## config.mk

```make
export PLATFORM = sky130hd
export DESIGN_NAME = wb_queue
export DESIGN_NICKNAME = d
export VERILOG_FILES = /design/src/rtl/wb_pkg.sv /design/src/rtl/wb_fifo.sv /design/src/rtl/wb_queue.sv
export SDC_FILE = /design/constraint.sdc
export NUM_CORES = 1
export LEC_CHECK = 0
export BUFFER_PORTS_ARGS = -buffer_cell sky130_fd_sc_hd__buf_2
export CORE_ASPECT_RATIO = 2
export CORE_UTILIZATION = 53
export CTS_CLUSTER_SIZE = 25
export DETAILED_ROUTE_END_ITERATION = 10
export PLACE_DENSITY = 0.87
export REMOVE_ABC_BUFFERS = 1
export SETUP_SLACK_MARGIN = 0.3
export SKIP_CTS_REPAIR_TIMING = 1
export SYNTH_ARGS = -nofsm -noshare
export SYNTH_HDL_FRONTEND = slang
export SYNTH_HIERARCHICAL = 1
export SYNTH_SLANG_ARGS = --single-unit
export TNS_END_PERCENT = 20
```

## constraint.sdc

```tcl
create_clock -name clk -period 3.8 [get_ports clk]
set_clock_uncertainty 0.15 [all_clocks]
set_input_delay 0.57 -clock clk [delete_from_list [all_inputs] [get_ports clk]]
set_output_delay 0.57 -clock clk [all_outputs]
set_load 0.02 [all_outputs]
```

## src/rtl/wb_pkg.sv

```systemverilog
// -----------------------------------------------------------------------------
// wb_pkg
// Shared widths and types for the writeback queue.
//   WB_ADDR_W : writeback destination width (6 bits; bit 5 marks non-RF targets)
//   WB_DATA_W : writeback data width
//   RF_ADDR_W : register-file read address width used for hazard lookup
//   wb_req_t  : one queued writeback {waddr, data}
//   wb_addr_match() : compares a 6-bit writeback address with a 5-bit read
//                     address; entries with bit 5 set never match a read port.
// -----------------------------------------------------------------------------
package wb_pkg;

  localparam int WB_ADDR_W = 6;
  localparam int WB_DATA_W = 32;
  localparam int RF_ADDR_W = 5;

  typedef struct packed {
    logic [WB_ADDR_W-1:0] waddr;
    logic [WB_DATA_W-1:0] data;
  } wb_req_t;

  function automatic logic wb_addr_match(input logic [WB_ADDR_W-1:0] waddr,
                                         input logic [RF_ADDR_W-1:0] raddr);
    return waddr == {1'b0, raddr};
  endfunction

endpackage

```

## src/rtl/wb_fifo.sv

```systemverilog
// -----------------------------------------------------------------------------
// wb_fifo
// In-order storage for pending writebacks: up to two pushes and one pop per
// cycle. Pointers wrap modulo DEPTH (power of two). The raw entry array and
// the read pointer are exported so the parent can search pending entries.
//
// Ports
//   clk, rst_n    : clock, asynchronous active-low reset
//   push_cnt_i    : number of entries written this cycle (0..2)
//   push0_i       : entry written first (older)
//   push1_i       : entry written second (younger), used when push_cnt_i == 2
//   pop_i         : remove the head entry this cycle
//   head_o        : entry at the read pointer
//   count_o       : registered occupancy (0..DEPTH)
//   rd_ptr_o      : read pointer (index of the oldest entry)
//   entries_o     : storage array, valid where offset from rd_ptr_o < count_o
//
// The parent guarantees push_cnt_i never exceeds DEPTH - count_o and that
// pop_i is only asserted with count_o > 0.
// -----------------------------------------------------------------------------
module wb_fifo
  import wb_pkg::*;
#(
  parameter int DEPTH = 4,
  localparam int PTR_W = $clog2(DEPTH),
  localparam int CNT_W = PTR_W + 1
) (
  input  logic             clk,
  input  logic             rst_n,
  input  logic [1:0]       push_cnt_i,
  input  wb_req_t          push0_i,
  input  wb_req_t          push1_i,
  input  logic             pop_i,
  output wb_req_t          head_o,
  output logic [CNT_W-1:0] count_o,
  output logic [PTR_W-1:0] rd_ptr_o,
  output wb_req_t          entries_o [DEPTH]
);

  wb_req_t          mem_q [DEPTH];
  wb_req_t          mem_d [DEPTH];
  logic [PTR_W-1:0] wr_ptr_q, wr_ptr_d;
  logic [PTR_W-1:0] rd_ptr_q, rd_ptr_d;
  logic [CNT_W-1:0] count_q, count_d;
  logic [PTR_W-1:0] wr_ptr_p1;

  always_comb begin
    mem_d     = mem_q;
    wr_ptr_d  = wr_ptr_q;
    rd_ptr_d  = rd_ptr_q;
    count_d   = count_q;
    wr_ptr_p1 = wr_ptr_q + PTR_W'(1);

    if (push_cnt_i != 2'd0) begin
      mem_d[wr_ptr_q] = push0_i;
    end
    if (push_cnt_i == 2'd2) begin
      mem_d[wr_ptr_p1] = push1_i;
    end
    // Natural overflow of the pointer width implements the modulo-DEPTH wrap.
    wr_ptr_d = wr_ptr_q + PTR_W'(push_cnt_i);

    if (pop_i) begin
      rd_ptr_d = rd_ptr_q + PTR_W'(1);
    end

    count_d = count_q + CNT_W'(push_cnt_i) - CNT_W'(pop_i);
  end

  always_ff @(posedge clk or negedge rst_n) begin
    if (!rst_n) begin
      wr_ptr_q <= '0;
      rd_ptr_q <= '0;
      count_q  <= '0;
      for (int i = 0; i < DEPTH; i++) begin
        mem_q[i] <= '0;
      end
    end else begin
      wr_ptr_q <= wr_ptr_d;
      rd_ptr_q <= rd_ptr_d;
      count_q  <= count_d;
      mem_q    <= mem_d;
    end
  end

  assign head_o    = mem_q[rd_ptr_q];
  assign count_o   = count_q;
  assign rd_ptr_o  = rd_ptr_q;
  assign entries_o = mem_q;

endmodule

```

## src/rtl/wb_queue.sv

```systemverilog
// -----------------------------------------------------------------------------
// wb_queue
// Writeback queue between two result sources (load path = older, ALU path =
// younger) and a single register-file write port. Accepted requests are kept
// in order; one entry is written per cycle through registered outputs.
// Pending writes are reported as hazards against two read addresses and,
// optionally, forwarded.
//
// Configuration macro: WB_FWD_EN
//   defined   : fwdK_valid = hazardK, fwdK_data = youngest matching pending data
//   undefined : fwdK_valid / fwdK_data tied to 0, no forwarding mux
//
// Ports
//   clk, rst_n                      : clock, asynchronous active-low reset
//   mem_valid/mem_waddr/mem_data    : load-path writeback request (older)
//   alu_valid/alu_waddr/alu_data    : ALU-path writeback request (younger)
//   mem_ready, alu_ready            : request accepted when valid && ready
//   we, waddr, din                  : registered register-file write port
//   raddr0, raddr1                  : read addresses for hazard lookup
//   hazard0, hazard1                : a pending write targets raddr0/raddr1
//   fwd0_valid/fwd0_data,
//   fwd1_valid/fwd1_data            : forwarded pending values
//
// Handshake: a request transfers on a rising edge where valid && ready are
// both high; ready depends only on registered occupancy and mem_valid, never
// on the request payload, and a dropped valid simply means no transfer.
// -----------------------------------------------------------------------------
module wb_queue
  import wb_pkg::*;
#(
  parameter int DEPTH = 4
) (
  input  logic                 clk,
  input  logic                 rst_n,
  input  logic                 mem_valid,
  input  logic [WB_ADDR_W-1:0] mem_waddr,
  input  logic [WB_DATA_W-1:0] mem_data,
  input  logic                 alu_valid,
  input  logic [WB_ADDR_W-1:0] alu_waddr,
  input  logic [WB_DATA_W-1:0] alu_data,
  output logic                 mem_ready,
  output logic                 alu_ready,
  output logic                 we,
  output logic [WB_ADDR_W-1:0] waddr,
  output logic [WB_DATA_W-1:0] din,
  input  logic [RF_ADDR_W-1:0] raddr0,
  input  logic [RF_ADDR_W-1:0] raddr1,
  output logic                 hazard0,
  output logic                 hazard1,
  output logic                 fwd0_valid,
  output logic [WB_DATA_W-1:0] fwd0_data,
  output logic                 fwd1_valid,
  output logic [WB_DATA_W-1:0] fwd1_data
);

  localparam int PTR_W = $clog2(DEPTH);
  localparam int CNT_W = PTR_W + 1;

  // ---------------------------------------------------------------------------
  // Storage
  // ---------------------------------------------------------------------------
  wb_req_t          head;
  wb_req_t          entries [DEPTH];
  logic [CNT_W-1:0] count;
  logic [PTR_W-1:0] rd_ptr;
  logic [1:0]       push_cnt;
  wb_req_t          push0;
  wb_req_t          push1;
  logic             pop;

  wb_fifo #(.DEPTH(DEPTH)) u_fifo (
    .clk        (clk),
    .rst_n      (rst_n),
    .push_cnt_i (push_cnt),
    .push0_i    (push0),
    .push1_i    (push1),
    .pop_i      (pop),
    .head_o     (head),
    .count_o    (count),
    .rd_ptr_o   (rd_ptr),
    .entries_o  (entries)
  );

  // ---------------------------------------------------------------------------
  // Arbitration
  // ---------------------------------------------------------------------------
  logic [CNT_W-1:0] free;
  logic             mem_acc;
  logic             alu_acc;
  logic [1:0]       n_acc;
  logic             queue_empty;
  logic             bypass;
  wb_req_t          mem_req;
  wb_req_t          alu_req;
  wb_req_t          first_req;

  // The pop happening this cycle is deliberately not credited to free, so
  // ready never depends on the drain and count can never exceed DEPTH.
  assign free      = CNT_W'(DEPTH) - count;
  assign mem_ready = (free >= CNT_W'(1));
  assign alu_ready = mem_valid ? (free >= CNT_W'(2)) : (free >= CNT_W'(1));

  assign mem_acc = mem_valid && mem_ready;
  assign alu_acc = alu_valid && alu_ready;
  assign n_acc   = {1'b0, mem_acc} + {1'b0, alu_acc};

  assign mem_req   = '{waddr: mem_waddr, data: mem_data};
  assign alu_req   = '{waddr: alu_waddr, data: alu_data};
  // mem is the older instruction, so it always goes first.
  assign first_req = mem_acc ? mem_req : alu_req;

  assign queue_empty = (count == '0);
  // An empty queue hands the oldest accepted request straight to the output
  // register, giving one-cycle latency; anything younger is stored.
  assign bypass = queue_empty && (n_acc != 2'd0);

  always_comb begin
    push_cnt = n_acc;
    push0    = first_req;
    push1    = alu_req;
    pop      = !queue_empty;
    if (bypass) begin
      push_cnt = n_acc - 2'd1;
      push0    = alu_req;
    end
  end

  // ---------------------------------------------------------------------------
  // Output register
  // ---------------------------------------------------------------------------
  logic                 we_q, we_d;
  logic [WB_ADDR_W-1:0] waddr_q, waddr_d;
  logic [WB_DATA_W-1:0] din_q, din_d;

  always_comb begin
    we_d    = 1'b0;
    waddr_d = waddr_q;
    din_d   = din_q;
    if (pop) begin
      we_d    = 1'b1;
      waddr_d = head.waddr;
      din_d   = head.data;
    end else if (bypass) begin
      we_d    = 1'b1;
      waddr_d = first_req.waddr;
      din_d   = first_req.data;
    end
  end

  always_ff @(posedge clk or negedge rst_n) begin
    if (!rst_n) begin
      we_q    <= 1'b0;
      waddr_q <= '0;
      din_q   <= '0;
    end else begin
      we_q    <= we_d;
      waddr_q <= waddr_d;
      din_q   <= din_d;
    end
  end

  assign we    = we_q;
  assign waddr = waddr_q;
  assign din   = din_q;

  // ---------------------------------------------------------------------------
  // Hazard lookup (pending entries + output register; incoming requests are
  // intentionally excluded). Reset clears count and we_q asynchronously, so
  // hazards drop to 0 as soon as rst_n falls.
  // ---------------------------------------------------------------------------
  logic [PTR_W-1:0] idx;

  always_comb begin
    hazard0 = we_q && wb_addr_match(waddr_q, raddr0);
    hazard1 = we_q && wb_addr_match(waddr_q, raddr1);
    idx     = rd_ptr;
    for (int k = 0; k < DEPTH; k++) begin
      idx = rd_ptr + PTR_W'(k);
      if (CNT_W'(k) < count) begin
        if (wb_addr_match(entries[idx].waddr, raddr0)) hazard0 = 1'b1;
        if (wb_addr_match(entries[idx].waddr, raddr1)) hazard1 = 1'b1;
      end
    end
  end

`ifdef WB_FWD_EN
  // ---------------------------------------------------------------------------
  // Forwarding: walk from head (oldest) to tail (youngest) with later matches
  // overriding earlier ones, after seeding with the output register; the
  // result is the youngest matching write.
  // ---------------------------------------------------------------------------
  logic [PTR_W-1:0] fidx;

  always_comb begin
    fwd0_data = (we_q && wb_addr_match(waddr_q, raddr0)) ? din_q : '0;
    fwd1_data = (we_q && wb_addr_match(waddr_q, raddr1)) ? din_q : '0;
    fidx      = rd_ptr;
    for (int k = 0; k < DEPTH; k++) begin
      fidx = rd_ptr + PTR_W'(k);
      if (CNT_W'(k) < count) begin
        if (wb_addr_match(entries[fidx].waddr, raddr0)) fwd0_data = entries[fidx].data;
        if (wb_addr_match(entries[fidx].waddr, raddr1)) fwd1_data = entries[fidx].data;
      end
    end
  end

  assign fwd0_valid = hazard0;
  assign fwd1_valid = hazard1;
`else
  assign fwd0_valid = 1'b0;
  assign fwd0_data  = '0;
  assign fwd1_valid = 1'b0;
  assign fwd1_data  = '0;

  // Entry data is only consumed by forwarding; fold it into a sink so the
  // default build has no dangling bits.
  logic unused_entry_data;
  always_comb begin
    unused_entry_data = 1'b0;
    for (int i = 0; i < DEPTH; i++) begin
      unused_entry_data = unused_entry_data ^ (^entries[i].data);
    end
  end
`endif

endmodule

```

After elaboration in Yosys (flattened, before gate mapping)
Index checks and enable logic that the tools add are counted.

Multiplexer cells: 46. Equal/unequal tests: 12. Bitwise logic cells: 6. Add/sub/neg operators: 10. Reductions and logical operators: 11. Magnitude comparators: 14.

Operators by type and width (count): two-way mux 38 bit (12); binary-select mux 38 bit (select 2 bit) (4); bitwise mux 152 bit (2); two-way mux 152 bit (2); demux 38 bit (select 2 bit) (2); two-way mux 32 bit (2); equality test 6 x 5 -> 1 bit (10); two-way mux 1 bit (19); >= comparator 3 bit (second input constant) (6); inverter 2 -> 3 bit (6); two-way mux 6 bit (2); logical AND 1 bit (7); less-than comparator 1 x 3 -> 1 bit (first input constant) (2); less-than comparator 2 x 3 -> 1 bit (first input constant) (2); less-than comparator 3 x 1 -> 1 bit (second input constant) (2); adder 2 x 1 -> 2 bit (second input constant) (2); adder 2 bit (second input constant) (2); nonzero test 2 bit (2); adder 3 x 2 -> 3 bit (1); >= comparator 3 x 1 -> 1 bit (second input constant) (1); >= comparator 3 x 2 -> 1 bit (second input constant) (1); zero test 3 bit (1); subtractor 3 x 1 -> 3 bit (1); subtractor 3 bit (first input constant) (1); other kinds (7) (7).

Logic and storage cells: 113. Output and inout port bits: 109. Input bits: 90. Flip-flop bits (word level): 198.

Longest topological paths before layout
Depth after elaboration: 13. Mapped depth: 18. Gate-level depth less buffers: 15.

By module
Netlist, hierarchy kept.

Modules (own cells, without submodules): wb_fifo (sequential area each 3978.8 µm², instances 1, cells each 891, area each 8503.2 µm²); wb_queue (sequential area each 975.9 µm², instances 1, cells each 500, area each 4489.3 µm²).

Worst setup path before layout
No wires, ideal clock.

Path kind: register to register. Start: reg u_fifo.count_q[0] (netlist: u_fifo/count_o[0]). End: reg u_fifo.mem_q, in the netlist u_fifo/entries_o[74]. Data arrival time: 4.007 ns. Path buffers: 4. Cell stages (with the launch flop): 18. Slack: -0.439 ns. Required time: 3.568 ns. Setup time: 0.082 ns. Clock period less this slack: 4.239 ns. Cell sequence: dfrtp_1 > inv_1 > ha_1 > ha_1 > or4b_1 > nor2_1 > a21oi_1 > nand2_1 > ha_1 > nand2b_1 > clkbuf_1 > clkbuf_1 > xnor2_1 > o21ba_2 > buf_2 > clkbuf_1 > nand3_1 > a31oi_1.

RTL lines: start, declared (line wb_fifo.sv:44) `logic [CNT_W-1:0] count_q, count_d;`; start signal, assigned (line wb_fifo.sv:81) `count_q <= count_d;`; end signal, assigned (line wb_fifo.sv:82) `mem_q <= mem_d;`; end, declared (line wb_fifo.sv:40) `wb_req_t mem_q [DEPTH];`.

==> results.ini <==
[status]
outcome = finished with violations
violations = design-rule violations, negative setup slack

[setup_path]
cp-start-kind = register
worst_setup_path_end_kind = register
cp_data_arrival_time_ns = 4.03
worstReg2RegStart = u_fifo/count_o[0]$_DFF_PN0_
startpoint = u_fifo/count_o[0]$_DFF_PN0_
worstPathRequired_ns = 3.98
path_class = register to register
cp_max_fo = 76
reg2reg_slack_ns = -0.05
timing.rr.end = u_fifo/entries_o[107]$_DFF_PN0_
r2r_cells = 12
crit_end = u_fifo/entries_o[107]$_DFF_PN0_

[routing]
drc = 7
wirelength_um = 42700
vias = 12345
drt-initial-drc-count = 1717
vias_per_cell = 6.97
drt_first_pass_iters = 11
wl_per_cell_um = 24.1
ant_nets = 0

[die]
io_pins = 199
die_area_um2 = 25200
core_um2 = 23900
die_h_um = 223
die_x_um = 113
row_count = 80
start_util = 0.543

[place]
place_area_um2 = 13600
portBuffers = 132
dp_hpwl_um = 24600
place_inst = 1715
place_congestion = 1.05

[layout]
final_cells = 1772
fill_cells = 1807
syn2layout_area_growth_pct = 14.3
num_antenna_cells = 0
postLayoutCellArea_um2 = 14800
final_core_util = 0.621
layout.nets = 1574
layout-drive-gt1-share = 0.242

[logic_synthesis]
synth_warnings = 6
synth_top_area_share = 0.381
synth_most_common_cell = dfrtp_1
synthArstFlopShare = 1.00
yosys.area.top_type = dfrtp_1
synth_cell_types = 39
syn_area_um2 = 13000
synth_enable_flop_cells = 0
synth_area_per_cell_um2 = 9.34
synthFlopType = dfrtp_1
synth_area_leaders = dfrtp_1 (38%), mux4_2 (9.7%), mux2i_1 (5.9%), o21ai_0 (5.9%), a31oi_1 (5.5%)
yosys-top-cells-count = dfrtp_1 (198), nor2_1 (156), o21ai_0 (152)
syn_inst = 1391
yosysSeqAreaShare = 0.381
yosys_register_bits = 198

[cts]
cts_tree = done
cts_root_buf = clkbuf_16
cts_sinks = 198
cts_made_buffers = 17
clk_pin_slew_ns = 0.08
insertion_delay_ns = 0.47
h-tree-depth = 4
clockBufferDepth = 2

[worst_hold_path]
hold_path_class = primary input to async pin

[pwr]
power_density_nw_per_um2 = 1090
p_leak_nw = 6.53
ir_drop_mv = 0.609

[timing]
fmax_mhz = 260
whs_ns = 0.00135
finalHoldViolations = 0
setup_viol = 1
setup_ws_ns = -0.0486
max_slew_margin = 0.447
rsz0062_at_grt = yes
final_max_slew_viol_count = 0
fin_crit_sh = 1.01
worst_slew_pin_slew_ns = 0.830
fin_setup_tns_ns = -0.0486
fin_crit_ns = 3.85

[grt]
gr-total-overflow = 0
grt_pass1_vias = 11812
antenna_found_initial = 0
grt_pass1_wl_um = 60200
grtUsageTotal = 0.308
grt_max_degree = 95

[flow_run]
maxCapViolCount = 0

## worst min path at each step
stage / slack [ns] / cells past startpoint / from / endpoint
final: 0.001 / 1 / rst_n / u_fifo/entries_o[56]$_DFF_PN0_
after global routing: 0.08 / 1 / rst_n / u_fifo/entries_o[56]$_DFF_PN0_
after CTS: 0.07 / 1 / rst_n / u_fifo/rd_ptr_o[0]$_DFFE_PN0P_
after detailed placement: 0.40 / 2 / u_fifo/entries_o[63]$_DFF_PN0_ / u_fifo/entries_o[63]$_DFF_PN0_
after floorplan: 0.12 / 0 / rst_n / din[0]$_DFFE_PN0P_
after global placement: 0.37 / 1 / u_fifo/count_o[2]$_DFF_PN0_ / u_fifo/count_o[2]$_DFF_PN0_
## logic make-up after synthesis
group           count (synthesis)  share of synthesized area
simple gates                  378                      0.127
compound gates                352                      0.148
buf+inv                       216                     0.0908
flops                         198                      0.381
mux                           177                      0.202
xor+xnor                       57                     0.0390
fa+ha+maj                      12                     0.0121
other cells                     1                   0.000289
## through the flow
step | setup WS, ns | power, W
final | -0.0486 | 0.0162
after global routing | -0.125 | 0.0168
after CTS | -0.262 | 0.0146
after detailed placement | -0.181 | 0.0125
after global placement | 0.00316 | 0.0121
after floorplan | -6.06 | 0.00987
## worst max-delay path, stage by stage (launching register included)
cell      delay (ns)
dfrtp_1         0.42
inv_2           0.08
ha_4            0.17
ha_4            0.25
or4b_4          0.49
nand2_2         0.24
ha_4            0.18
nand2b_4        0.17
buf_8           0.40
nor2_1          0.07
a21oi_1         0.46
nand3_1         0.19
a31oi_1         0.41
## report_power, final
part	internal, W	total, W	switching [W]
Combinational	0.00428	0.00981	0.00553
Clock	0.00119	0.00209	0.000900
Sequential	0.00327	0.00427	0.000999
## cell usage in the layout, fill, tap and decap left out, types with 3 or more instances in the layout
master,instances
a21oi_1,41
a31oi_1,115
buf_12,12
buf_2,131
buf_4,38
buf_6,8
bufinv_16,5
clkbuf_16,24
conb_1,66
dfrtp_1,195
dfrtp_4,3
ha_1,6
ha_4,5
inv_1,10
inv_6,6
mux2_2,38
mux2i_1,75
mux4_1,6
mux4_2,56
nand2_1,78
nand3_1,119
nand4_1,5
nor2_1,155
nor4_1,7
o21ai_0,136
o21ai_1,49
o21ai_2,3
o21ai_4,3
o21ba_4,3
xnor2_1,21
xor2_1,34
## state kept, by name (all words and copies together), names as in the netlist
name and flops:
u_fifo/entries_o 152, din 32, waddr 6, u_fifo/count_o 3, u_fifo/rd_ptr_o 2, u_fifo/wr_ptr_q 2
we 1
## per-layer routing
metal	part of all wire	track usage	vias to the layer above
met5	0	0	-
met4	0.083	0.246	0
met3	0.10	0.0462	286
met2	0.50	0.526	1091
met1	0.32	0.338	5910
li1	-	-	5058
## cell type report
cell class / instances / area [um^2] / area share
Multi-Input combinational cell: 1044 / 7340 / 0.494
Sequential cell: 198 / 4970 / 0.334
Timing Repair Buffer: 198 / 1480 / 0.0993
Clock buffer: 17 / 425 / 0.0286
Tap cell: 287 / 359 / 0.0242
Clock inverter: 15 / 236 / 0.0159
Inverter: 13 / 50.0 / 0.00337
No activity file was read; power rests on OpenSTA's default activity.
